`src/rtl/cnt_pkg.sv`:
```
// Shared constants for the sliced up-counter: slice width, default counter width
// and the per-slice increment/all-ones helpers.
package cnt_pkg;

  localparam int SLICE_W       = 4;
  localparam int DEFAULT_WIDTH = 8;

  localparam logic [SLICE_W-1:0] SLICE_ZERO = 4'h0;
  localparam logic [SLICE_W-1:0] SLICE_ONES = 4'hF;

  function automatic logic [SLICE_W-1:0] slice_inc(input logic [SLICE_W-1:0] v);
    return v + 4'd1;
  endfunction

  function automatic logic slice_full(input logic [SLICE_W-1:0] v);
    return (v == SLICE_ONES);
  endfunction

endpackage

```
`src/rtl/cnt4_slice.sv`:
```
// 4-bit synchronous counter slice with combinational carry-out for ripple cascading.
module cnt4_slice
  import cnt_pkg::*;
(
  input  logic               clk,
  input  logic               rst,
  input  logic               ci,
  output logic               co,
  output logic [SLICE_W-1:0] q
);

  logic [SLICE_W-1:0] q_r;
  logic               full_s;

  // count register: clears asynchronously, increments when carry-in is set
  always_ff @(posedge clk or posedge rst) begin
    if (rst) begin
      q_r <= SLICE_ZERO;
    end else if (ci) begin
      q_r <= slice_inc(q_r);
    end else begin
      q_r <= q_r;
    end
  end

  // carry-out is a pure gate so a chain of slices counts in one cycle
  always_comb begin
    full_s = slice_full(q_r);
    co     = ci & full_s;
  end

  assign q = q_r;

endmodule

```
`src/rtl/cnt_8.sv`:
```
// WIDTH-bit synchronous up-counter built from a ripple chain of 4-bit slices;
// co is ci AND (q == all-ones), taken from the last slice.
module cnt_8
  import cnt_pkg::*;
#(
  parameter int WIDTH = DEFAULT_WIDTH
)
(
  input  logic             clk,
  input  logic             rst,
  input  logic             ci,
  output logic             co,
  output logic [WIDTH-1:0] q
);

  localparam int NUM_SLICES = WIDTH / SLICE_W;

  logic [NUM_SLICES:0] carry_s;

  assign carry_s[0] = ci;

  for (genvar i = 0; i < NUM_SLICES; i++) begin : g_slice
    cnt4_slice u_slice (
      .clk (clk),
      .rst (rst),
      .ci  (carry_s[i]),
      .co  (carry_s[i+1]),
      .q   (q[i*SLICE_W +: SLICE_W])
    );
  end

  assign co = carry_s[NUM_SLICES];

endmodule

```
`config.mk`:
```
export PLATFORM = sky130hd
export DESIGN_NAME = cnt_8
export DESIGN_NICKNAME = d
export VERILOG_FILES = /design/src/rtl/cnt_pkg.sv /design/src/rtl/cnt4_slice.sv /design/src/rtl/cnt_8.sv
export SDC_FILE = /design/constraint.sdc
export NUM_CORES = 1
export LEC_CHECK = 0
export CAP_MARGIN = 15
export CORE_AREA = 2 2 39 41
export CTS_BUF_LIST = sky130_fd_sc_hd__clkbuf_4 sky130_fd_sc_hd__clkbuf_8 sky130_fd_sc_hd__clkbuf_16
export DETAILED_ROUTE_END_ITERATION = 8
export DIE_AREA = 0 0 41 43
export DONT_BUFFER_PORTS = 1
export PLACE_DENSITY = 0.47
export REMOVE_ABC_BUFFERS = 1
export SYNTH_ARGS = -nofsm -noshare
export SYNTH_HDL_FRONTEND = slang
export SYNTH_HIERARCHICAL = 1
export SYNTH_SLANG_ARGS = --single-unit
```
`constraint.sdc`:
```
create_clock -name clk -period 1.5 [get_ports clk]
set_clock_uncertainty 0.1 [all_clocks]
set_input_delay 0.3 -clock clk [delete_from_list [all_inputs] [get_ports clk]]
set_output_delay 0.3 -clock clk [all_outputs]
set_load 0.005 [all_outputs]
```
==> metrics.cfg <==
[synth]
synth-seq-cells = 8
synth_area_um2 = 343
yosysUniqueCellTypes = 9
avgSynthCellArea_um2 = 12.2
syn_inst = 28
ys_warn_count = 6
yosysSeqAreaShare_pct = 58.4

[cells_and_area]
synthToLayoutAreaGrowth_pct = 56.2
largest_reg_flops = 8
diodes = 0
layout.nets = 54
drive_gt1_share_pct = 53.2
final_cells = 63

[sta]
slew_headroom_pct = 88.7
worstMarginPinSlew_ns = 0.169
finalWorstSetupSlack_ns = -0.0124
fmax_mhz = 661
finalCritPeriodShare_pct = 101
rsz0062_at_grt = true
whs_ns = 0.0318
finalSetupViolCount = 1
period_minus_slack_ns = 1.51
maxSlewViolCount = 0
finalHoldViolations = 0

[critical_path]
crit_slowest_cell = dfrtp_1
worst-endpoint-required_ns = 1.10
cp-end-kind = output port
cpMostUsedCell = nor2_4
crit_fanout = 2
crit_type = register to output port
cpPeakStageDelay_ns = 0.35
startpoint_type = register
path_cells = ha_2, nand2_4, nor2_4, nand2_2, nor2_4
arrival_ns = 1.11

[pwr]
finalPower_w = 0.000958
power.share.combinational_pct = 42.5
p_clk_share_pct = 17.2
p_per_area_nw_per_um2 = 1790
p_leak_nw = 0.256
swShare_pct = 32.3
p_int_w = 0.000649
seq_power_share_pct = 40.4
p_sw_w = 0.000310
peakVddDrop_mv = 0.742

[route]
drc_errors = 0
drt_iter0_markers = 2
wl_um = 742
dr.pass1.iters = 2
avgViaCountPerCell = 4.37
via_count = 275
wire_per_inst_um = 11.8
ant_nets = 0

[floorplan]
start_util_pct = 24.8
die_area_um2 = 1760
ios = 12
core_area_um2 = 1380
row_count = 14
die_w_um = 41
fp.dieH_um = 43

[global_route]
antenna_found_initial = 0
track_usage_pct = 10.7
grt-ovfl-total = 0
grt_max_degree = 5
grt_pass1_vias = 306
grt_pass1_wl_um = 1170

[place]
gp_congestion = 0.516
io_buffers = 0
dp_cells = 49
dp_hpwl_um = 516
place_ws_ns = -0.0187

[clocking]
cts_buffer_depth = 2
cts_root_buffer = clkbuf_4
clk_pin_slew_worst_paths_ns = 0.05
clock_sinks = 8
cts_made_buffers = 3
cts_tree = done
clk_latency_ns = 0.25
htreeDepth = 1

[status]
violations = negative setup slack
status = finished with violations

[job]
maxCapViolCount = 0

[hold_path]
min_path_type = primary input to register

==> worst max-delay path, delay by kind of cell, from the launching register on <==
family                     cells  cell delay (ns)
adders and majority gates      1             0.19
DFF                            1             0.35
and+or+nand+nor                4             0.31
==> metal layers <==
layer / part of all wire (%) / track usage, % / up-vias
met5: 0 / 0 / -
li1: - / - / 128
met4: 2.6 / 10.0 / 0
met3: 10 / 5.76 / 4
met1: 41 / 9.60 / 128
met2: 46 / 15.9 / 15
==> synthesized netlist by cell type (all sizes together) <==
cell type	number	share of area, %
xor2	2	5.1
nor2	2	2.2
xnor2	4	10
inv	2	2.2
mux2	2	6.6
dfrtp	8	58
ha	2	7.3
nand2	4	4.4
nand4	2	3.6
==> power by group through the flow <==
stage	combinational, W	clock, W	sequential, W
2_1_floorplan	0.000129	0	0.000400
3_3_place_gp	0.000252	0	0.000388
3_5_place_dp	0.000262	0	0.000391
4_1_cts	0.000346	0.000171	0.000387
5_1_grt	0.000450	0.000188	0.000403
6_report	0.000407	0.000164	0.000387
==> repair_timing <==
action | CTS | global route
gates resized for setup | 6 | 2
pin swaps | 5 | 0
endpoints found under the setup margin | 1 | 2
hold buffers | 1 | 0
buffers inserted | 7 | 3
endpoints found under the hold margin | 8 | 0
==> path summary, 6_finish.rpt <==
path                                         startpoint                 endpoint  cells after the start  slack [ns]
worst max-delay path            g_slice[0].u_slice/q[0]                       co                      5       -0.01
worst min-delay path                                 ci  g_slice[0].u_slice/q[0]                      1        0.03
worst max register to register  g_slice[0].u_slice/q[0]  g_slice[1].u_slice/q[2]                      8        0.02
worst min register to register  g_slice[0].u_slice/q[3]  g_slice[0].u_slice/q[3]                      1        0.42
max in group asynchronous                           rst  g_slice[0].u_slice/q[0]                      2        0.85
min in group asynchronous                           rst  g_slice[1].u_slice/q[0]                      2        0.29
==> cells in the final DEF, fill, tap and decap left out, drive strengths merged <==
cell / n
buf: 15
dfrtp: 8
xnor2: 4
nand2: 4
clkbuf: 3
xor2: 2
mux2: 2
nor2: 2
inv: 2
nand4: 2
ha: 2
dlygate4sd3: 1
==> final cells by class <==
type | instances | area, um^2
clock buffers | 3 | 22.5
multi-input cells | 18 | 163
fillers | 134 | 848
flip-flops and latches | 8 | 200
repair buffers | 16 | 123
well taps | 16 | 20.0
inverters | 2 | 7.51
==> through the flow <==
step | TNS, ns | instance area (um^2) | utilization, %
after floorplan | 0 | 343 | -
after global placement | -0.000153 | 400 | 28.9
after detailed placement | -0.0187 | 400 | 28.9
after CTS | -0.0166 | 503 | 36.3
after global routing | -0.158 | 536 | 38.7
final | -0.0124 | 536 | 38.7
==> logic make-up (layout without fill, tap and decap cells) <==
| group | after synthesis | after routing | share of synthesized area [%] |
|---|---|---|---|
| and+or+nand+nor | 8 | 8 | 10.2 |
| adders and majority gates | 2 | 2 | 7.30 |
| xor gates and xnor gates | 6 | 6 | 15.3 |
| muxes | 2 | 2 | 6.57 |
| DFF | 8 | 8 | 58.4 |
| buffers and inverters | 2 | 21 | 2.19 |
Power figures use the tool's default switching activity.
